### config.mk
export PLATFORM = sky130hd
export DESIGN_NAME = uart_receiver
export DESIGN_NICKNAME = d
export VERILOG_FILES = /design/src/rtl/uart_receiver.sv
export SDC_FILE = /design/constraint.sdc
export NUM_CORES = 1
export LEC_CHECK = 0
export BUFFER_PORTS_ARGS = -buffer_cell sky130_fd_sc_hd__buf_2
export CAP_MARGIN = 0
export CORE_UTILIZATION = 57
export DETAILED_ROUTE_END_ITERATION = 12
export MAX_ROUTING_LAYER = met4
export PLACE_DENSITY = 0.77
export SLEW_MARGIN = 30
export SYNTH_ARGS = -nofsm -noshare
export SYNTH_HDL_FRONTEND = slang
export SYNTH_SLANG_ARGS = --single-unit
export TNS_END_PERCENT = 5
### constraint.sdc
create_clock -name i_CLK -period 1.8 [get_ports i_CLK]
set_input_delay 0.09 -clock i_CLK [delete_from_list [all_inputs] [get_ports i_CLK]]
set_output_delay 0.09 -clock i_CLK [all_outputs]
set_load 0.01 [all_outputs]
### src/rtl/uart_receiver.sv
// rtl/uart_receiver.sv - oversampling UART receive block, LSB-first frames, sticky framing error
//
// Ports:
//   i_CLK            system clock, all flops on its rising edge
//   i_RESET_N        asynchronous active-low reset
//   i_CLK_ENABLE     oversample tick, OVERSAMPLE ticks per bit period
//   i_RX             asynchronous serial line, idles high
//   o_DATA_OUT       last correctly framed word, held until the next good frame
//   o_DATA_VALID     one-cycle strobe when o_DATA_OUT is updated
//   o_RX_BUSY        high whenever the receiver is not idle
//   o_FRAMING_ERROR  sticky; set on a zero stop bit, cleared by the next good frame
module uart_receiver #(
    parameter int OVERSAMPLE = 16,
    parameter int DATA_BITS  = 8
) (
    input  logic                 i_CLK,
    input  logic                 i_RESET_N,
    input  logic                 i_CLK_ENABLE,
    input  logic                 i_RX,
    output logic [DATA_BITS-1:0] o_DATA_OUT,
    output logic                 o_DATA_VALID,
    output logic                 o_RX_BUSY,
    output logic                 o_FRAMING_ERROR
);

    localparam int CW = $clog2(OVERSAMPLE);
    localparam int IW = (DATA_BITS > 1) ? $clog2(DATA_BITS) : 1;

    localparam logic [CW-1:0] CNT_MID  = CW'(OVERSAMPLE / 2 - 1);
    localparam logic [CW-1:0] CNT_END  = CW'(OVERSAMPLE - 1);
    localparam logic [IW-1:0] IDX_LAST = IW'(DATA_BITS - 1);

    typedef enum logic [1:0] {
        IDLE  = 2'd0,
        START = 2'd1,
        DATA  = 2'd2,
        STOP  = 2'd3
    } state_t;

    state_t               state;
    state_t               state_next;
    logic                 rx_meta;
    logic                 rx_s;
    logic                 rx_prev;
    logic [CW-1:0]        cnt;
    logic [IW-1:0]        idx;
    logic [DATA_BITS-1:0] shreg;

    logic                 start_edge;
    logic                 cnt_clear;
    logic                 take_bit;
    logic                 load_out;
    logic                 set_err;

    // Two-flop synchronizer runs every clock, independent of the tick.
    always_ff @(posedge i_CLK or negedge i_RESET_N) begin
        if (!i_RESET_N) begin
            rx_meta <= 1'b1;
            rx_s    <= 1'b1;
        end else begin
            rx_meta <= i_RX;
            rx_s    <= rx_meta;
        end
    end

    // A start needs a 1 followed by a 0 on consecutive ticks, so a held-low
    // line (break) cannot retrigger after a frame ends.
    assign start_edge = !rx_s && rx_prev;

    // State register
    always_ff @(posedge i_CLK or negedge i_RESET_N) begin
        if (!i_RESET_N) begin
            state <= IDLE;
        end else begin
            state <= state_next;
        end
    end

    // Next-state logic
    always_comb begin
        state_next = state;
        if (i_CLK_ENABLE) begin
            case (state)
                IDLE:    if (start_edge) state_next = START;
                START:   if (cnt == CNT_MID) state_next = rx_s ? IDLE : DATA;
                DATA:    if (cnt == CNT_END && idx == IDX_LAST) state_next = STOP;
                STOP:    if (cnt == CNT_END) state_next = IDLE;
                default: state_next = IDLE;
            endcase
        end
    end

    // Output / datapath-control decode
    always_comb begin
        cnt_clear = 1'b0;
        take_bit  = 1'b0;
        load_out  = 1'b0;
        set_err   = 1'b0;
        o_RX_BUSY = (state != IDLE);
        if (i_CLK_ENABLE) begin
            case (state)
                IDLE:  cnt_clear = start_edge;
                // Re-centres the counter on the start-bit midpoint so every
                // later sample lands mid-bit.
                START: cnt_clear = (cnt == CNT_MID);
                DATA:  take_bit  = (cnt == CNT_END);
                STOP: begin
                    load_out = (cnt == CNT_END) && rx_s;
                    set_err  = (cnt == CNT_END) && !rx_s;
                end
                default: ;
            endcase
        end
    end

    // Tick-gated datapath: counter, bit index, shift register, edge register.
    always_ff @(posedge i_CLK or negedge i_RESET_N) begin
        if (!i_RESET_N) begin
            cnt     <= '0;
            idx     <= '0;
            shreg   <= '0;
            rx_prev <= 1'b1;
        end else if (i_CLK_ENABLE) begin
            rx_prev <= rx_s;
            if (cnt_clear) begin
                cnt <= '0;
                idx <= '0;
            end else if (state != IDLE) begin
                // Explicit wrap keeps non-power-of-two OVERSAMPLE correct.
                cnt <= (cnt == CNT_END) ? '0 : cnt + 1'b1;
            end
            if (take_bit) begin
                shreg[idx] <= rx_s;
                idx        <= idx + 1'b1;
            end
        end
    end

    // Registered outputs. load_out is already tick-qualified, so the valid
    // strobe is one clock wide whatever the tick rate.
    always_ff @(posedge i_CLK or negedge i_RESET_N) begin
        if (!i_RESET_N) begin
            o_DATA_OUT      <= '0;
            o_DATA_VALID    <= 1'b0;
            o_FRAMING_ERROR <= 1'b0;
        end else begin
            o_DATA_VALID <= load_out;
            if (load_out) begin
                o_DATA_OUT      <= shreg;
                o_FRAMING_ERROR <= 1'b0;
            end else if (set_err) begin
                o_FRAMING_ERROR <= 1'b1;
            end
        end
    end

endmodule

==> results.json, run 1 <==
{
  "nets": 151,
  "synth_top_family_by_area": "multiplexers",
  "power_density_nw_per_um2": 1060,
  "n_fill_cell": 165,
  "drc": 0,
  "dr.pass1.iters": 5,
  "synth_ff_type": "dfrtp_1",
  "netlist_instances": 121,
  "regArea_um2": 754,
  "yosysWarnings": 0,
  "final_area_um2": 1690,
  "grt_pass1_wl_um": 4930,
  "reg2reg_from": "cnt[0]",
  "synth-compound-area-share_pct": 13.3,
  "antenna_found_initial": 0,
  "worst_slack_ps": 59.1,
  "clock_latency_ps": 350,
  "crit_type": "reg -> reg",
  "cts_tree": "yes",
  "multi_input_area_um2": 657,
  "grt.total_usage_pct": 27.1,
  "antenna_cells": 0,
  "min_path_type": "in -> reg",
  "final_cell_mix": "dfrtp_1, buf_2, mux2_2",
  "synth_fa_ha_area_share_pct": 2.57,
  "die_h_um": 52.6,
  "p_total_mw": 1.79,
  "drtIter0Drc": 37,
  "core.rowCount": 17,
  "yosysTopAreaCell": "dfrtp_1",
  "synth_fp_nets": 128,
  "syn_area_um2": 1460,
  "clockBufferDepth": 2,
  "seq_area_frac_synth_pct": 51.6,
  "antenna_left": 0,
  "hold_path_depth": 3,
  "first_global_vias": 1075,
  "ys_seq_elements": 30,
  "slew_viol_final": 0,
  "outcome": "completed",
  "grt_max_degree": 31,
  "drv_cap": 0,
  "fin_util_pct": 73.1,
  "fin_tns_setup_ps": 0,
  "async_flop_share_pct": 100,
  "start_util_pct": 63.0,
  "synth_edf_count": 0,
  "timing.fmax_ghz": 0.574,
  "cp-start-kind": "flop",
  "end_kind": "flop",
  "via_per_inst": 6.36,
  "grt_overflow": 0,
  "period_needed_ps": 1740,
  "path_max_fanout": 6,
  "crit_start": "cnt[0]",
  "period_share_pct": 96.7,
  "fp.dieW_um": 52.6,
  "drive_gt1_share_pct": 37.2,
  "p_leak_nw": 0.820,
  "clk_pin_slew_worst_paths_ps": 100,
  "gp_congestion": 0.897,
  "pin_count": 15,
  "yosys.area_share.simple_pct": 13.1,
  "synth_cell_types": 38,
  "placed_cell_area_um2": 1570,
  "worstPathArrival_ps": 1980,
  "io_buffers": 14,
  "hold_viol_final": 0,
  "core_area_um2": 2320,
  "vias": 1100,
  "setup_viol": 0,
  "slew_headroom_pct": 55.3,
  "ir_drop_v": 0.000858,
  "cts_num_sinks": 30,
  "min_from": "i_CLK_ENABLE",
  "clock-skew-final_ps": 17.1,
  "worst_slew_pin_slew_ps": 670,
  "numCtsBuffers": 5,
  "pre_cts_slack_ps": 37.6,
  "synth_area_leaders": "dfrtp_1, mux2_4, mux2_2",
  "drt_wl_total_um": 3100,
  "area_delta_synth_final_pct": 15.9,
  "synth-xor-area-share_pct": 0,
  "hpwl_um": 2070,
  "dieArea_um2": 2770,
  "final_common_cell": "dfrtp_1",
  "yosysTopAreaCellShare_pct": 46.2,
  "root_buffer": "clkbuf_4",
  "htree_levels": 2,
  "muxShareOfSynthArea_pct": 15.2,
  "avgRoutedWirePerCell_um": 17.9,
  "critPathRequiredTime_ps": 2040,
  "avgSynthCellArea_um2": 12.1,
  "rr_worst_depth": 5
}
-- report_power, final --
group / total (mW) / internal, mW / leakage (nW) / switching (mW)
Clock: 0.536 / 0.287 / 0.0450 / 0.249
Sequential: 0.866 / 0.739 / 0.403 / 0.127
Combinational: 0.389 / 0.178 / 0.372 / 0.211
-- cells by family after synthesis --
logic type,after synthesis
buf+inv,14
simple gates,29
fa+ha+maj,3
mux,17
compound gates,28
flops,30
-- flip-flops by register name, summed over array words and instances (netlist names), named ones only --
name,count
rx_meta,1
o_DATA_VALID,1
o_FRAMING_ERROR,1
rx_s,1
idx,3
rx_prev,1
o_DATA_OUT,8
cnt,4
shreg,8
state,1
-- path summary, 6_finish.rpt --
kind / endpoint / slack (ps)
max in group asynchronous: idx[2] / 1060
worst min register to register: rx_s / 360
min in group asynchronous: cnt[2] / 290
worst min-delay path: cnt[0] / 110
worst max register to register: o_DATA_OUT[4] / 60
worst max-delay path: o_DATA_OUT[4] / 60
-- critical path, stage by stage (launching register included) --
cell and delay [ps]:
dfrtp_1 440, ha_4 190, nand4_1 120, or3_4 460
inv_6 110, mux2_4 310
-- timing repair --
item / CTS / global route
hold buffers: 2 / 0
resized for setup: 0 / 2
endpoints found under the setup margin: 0 / 10
buffers inserted: 0 / 2
hold endpoints to repair: 28 / 0
-- stage by stage --
stage	hold WS (ps)	std cells
5_1_grt	125	173
3_5_place_dp	155	161
4_1_cts	97.0	171
6_report	111	173
3_3_place_gp	140	161
2_1_floorplan	-206	121
-- final cells by class --
class	instances	share of cell area (%)
multi-input combinational	77	38.8
clock buffer	5	2.22
tap	28	2.07
clock inverter	3	2.36
timing repair buffer	22	7.98
inverter	8	2.07
sequential	30	44.5
-- routing by layer --
metal | track usage, % | part of all wire (%) | up-vias
li1 | - | - | 500
met1 | 33.1 | 44 | 531
met2 | 39.0 | 45 | 51
met3 | 8.12 | 6.7 | 18
met4 | 17.1 | 3.8 | 0
met5 | - | 0 | -
-- cell usage after synthesis (2+ instances only) --
library cell  instances
o2bb2ai_1             4
dfstp_2               3
nand2b_1              3
clkbuf_1              2
dfrtp_1              27
mux2_4                8
nand4_1               2
and4_1                2
ha_1                  3
nand2_1               2
buf_2                 3
nor4_1                2
nor3_1                7
nand4b_1              3
o21ai_0               7
nor2_1                2
a21oi_1               5
inv_1                 7
o211ai_1              2
mux2_2                9
Note: power is estimated with default switching activity, not from simulation.
==> run 2, diff against run 1 <==
SETUP_SLACK_MARGIN = 0.5   (was not set)
==> run 2 against run 1 <==
Sequential power fell by 2.3%. Register-to-register slack improved by 60 ps. Clock skew fell by 9.3 ps. Via count fell by 1.9%. Combinational power rose by 13%. Sequential share of layout area fell by 0.066 points. Core utilization rose by 0.11 points. Non-clock buffer count rose by 1. Flip-flop and latch count did not move. Cell area rose by 0.15%.
==> results.json, run 2 (synthesis gave the netlist of run 1 again) <==
{
  "grt_pass1_wl_um": 4840,
  "area_delta_synth_final_pct": 16.1,
  "drtIter0Drc": 42,
  "dieArea_um2": 2770,
  "nets": 152,
  "top_regs": "o_DATA_OUT x8, shreg x8, cnt x4",
  "final_cell_mix": "dfrtp_1, buf_2, mux2_2",
  "numCtsBuffers": 5,
  "final_common_cell": "dfrtp_1",
  "regArea_um2": 754,
  "critPathSlowestCell": "or3_4",
  "min_path_type": "in -> reg",
  "p_leak_nw": 0.817,
  "clockBufferDepth": 2,
  "clk_pin_slew_worst_paths_ps": 100,
  "outcome": "completed",
  "hpwl_um": 1970,
  "slew_headroom_pct": 56.5,
  "die_h_um": 52.6,
  "hold_viol_final": 0,
  "antenna_found_initial": 0,
  "critical_path.max_stage_delay_ps": 460,
  "htree_levels": 2,
  "drive_gt1_share_pct": 38.4,
  "dr.pass1.iters": 4,
  "n_fill_cell": 148,
  "path_max_fanout": 6,
  "period_needed_ps": 1680,
  "end_kind": "flop",
  "worstPathArrival_ps": 1920,
  "gp_congestion": 0.877,
  "rsz0062_at_grt": "yes",
  "worst_slew_pin_slew_ps": 652,
  "grt.total_usage_pct": 26.0,
  "grt_overflow": 0,
  "period_share_pct": 93.2,
  "critPathRequiredTime_ps": 2040,
  "fin_util_pct": 73.2,
  "cp-start-kind": "flop",
  "fp.dieW_um": 52.6,
  "cts_num_sinks": 30,
  "root_buffer": "clkbuf_4",
  "timing.fmax_ghz": 0.596,
  "avgRoutedWirePerCell_um": 16.9,
  "slew_viol_final": 0,
  "fin_hold_ws_ps": 137,
  "via_per_inst": 6.20,
  "crit_type": "reg -> reg",
  "multi_input_area_um2": 663,
  "drv_cap": 0,
  "fin_tns_setup_ps": 0,
  "io_buffers": 14,
  "clock_latency_ps": 350,
  "clock-skew-final_ps": 7.89,
  "core_area_um2": 2320,
  "grt_max_degree": 31,
  "pin_count": 15,
  "cp_cell_sequence": "ha_4 -> nand4_1 -> or3_4 -> inv_8 -> mux2_4",
  "drc": 0,
  "antenna_left": 0,
  "drt_wl_total_um": 2950,
  "core.rowCount": 17,
  "vias": 1079,
  "antenna_cells": 0,
  "power_density_nw_per_um2": 1020,
  "ir_drop_v": 0.000996,
  "setup_viol": 0,
  "first_global_vias": 990,
  "start_util_pct": 63.0,
  "cts_tree": "yes"
}
-- run 2: changes by cell type in the layout (fill, tap and decap cells not counted) --
cell,previous run,this run
buf_4,6,7
bufinv_16,1,0
clkbuf_8,0,1
clkinv_2,2,1
clkinvlp_4,0,1
inv_6,1,0
inv_8,0,1
nor4_1,2,1
nor4_2,0,1
-- run 2: routing by layer --
| layer | track usage, % | part of all wire (%) | vias up |
|---|---|---|---|
| li1 | - | - | 508 |
| met1 | 32.6 | 44 | 505 |
| met2 | 38.6 | 46 | 59 |
| met3 | 8.41 | 8.0 | 7 |
| met4 | 11.0 | 2.0 | 0 |
| met5 | - | 0 | - |
-- run 2: critical path: cells and delay by family, from the launching register on --
family | cells | cell delay (ps)
fa+ha+maj | 1 | 170
buf+inv | 1 | 110
flops | 1 | 410
mux | 1 | 310
simple gates | 2 | 590
-- run 2: path summary, 6_finish.rpt --
| path | to | slack [ps] | start | depth (start not counted) |
|---|---|---|---|---|
| min in group asynchronous | o_DATA_OUT[5] | 290 | i_RESET_N | 2 |
| max in group asynchronous | idx[1] | 1080 | i_RESET_N | 2 |
| worst min register to register | rx_s | 360 | rx_meta | 0 |
| worst max register to register | o_DATA_OUT[4] | 120 | cnt[1] | 5 |
| worst max-delay path | o_DATA_OUT[4] | 120 | cnt[1] | 5 |
| worst min-delay path | cnt[0] | 140 | i_CLK_ENABLE | 3 |
-- run 2: final cells by class --
cell class              count  share of cell area [%]
inverters                   8                    2.21
well taps                  28                    2.06
multi-input cells          77                    39.1
flip-flops and latches     30                    44.5
clock inverters             2                   0.737
clock buffers               6                    3.02
repair buffers             23                    8.41
-- run 2: through the flow --
step / power (mW) / instances / setup slack (ps) / cell area (um2)
floorplan: 1.10 / 121 / 242 / 1460
global placement: 1.21 / 162 / 123 / 1580
detailed placement: 1.22 / 162 / 76.4 / 1580
CTS: 1.70 / 174 / 136 / 1680
global route: 1.82 / 174 / 57.6 / 1700
finish: 1.72 / 174 / 122 / 1700
-- run 2: repair_timing --
action | CTS | global route
resized for setup | 1 | 3
endpoints found under the hold margin | 28 | 0
setup buffers | 2 | 0
endpoints found under the setup margin | 27 | 27
hold buffers | 2 | 0
pin swaps | 0 | 1
-- run 2: where the power goes --
group          switching [mW]  internal [mW]  leakage [nW]
registers               0.107          0.739         0.403
logic                   0.238          0.201         0.380
clock network           0.251          0.187        0.0343
total                   0.595           1.13         0.817
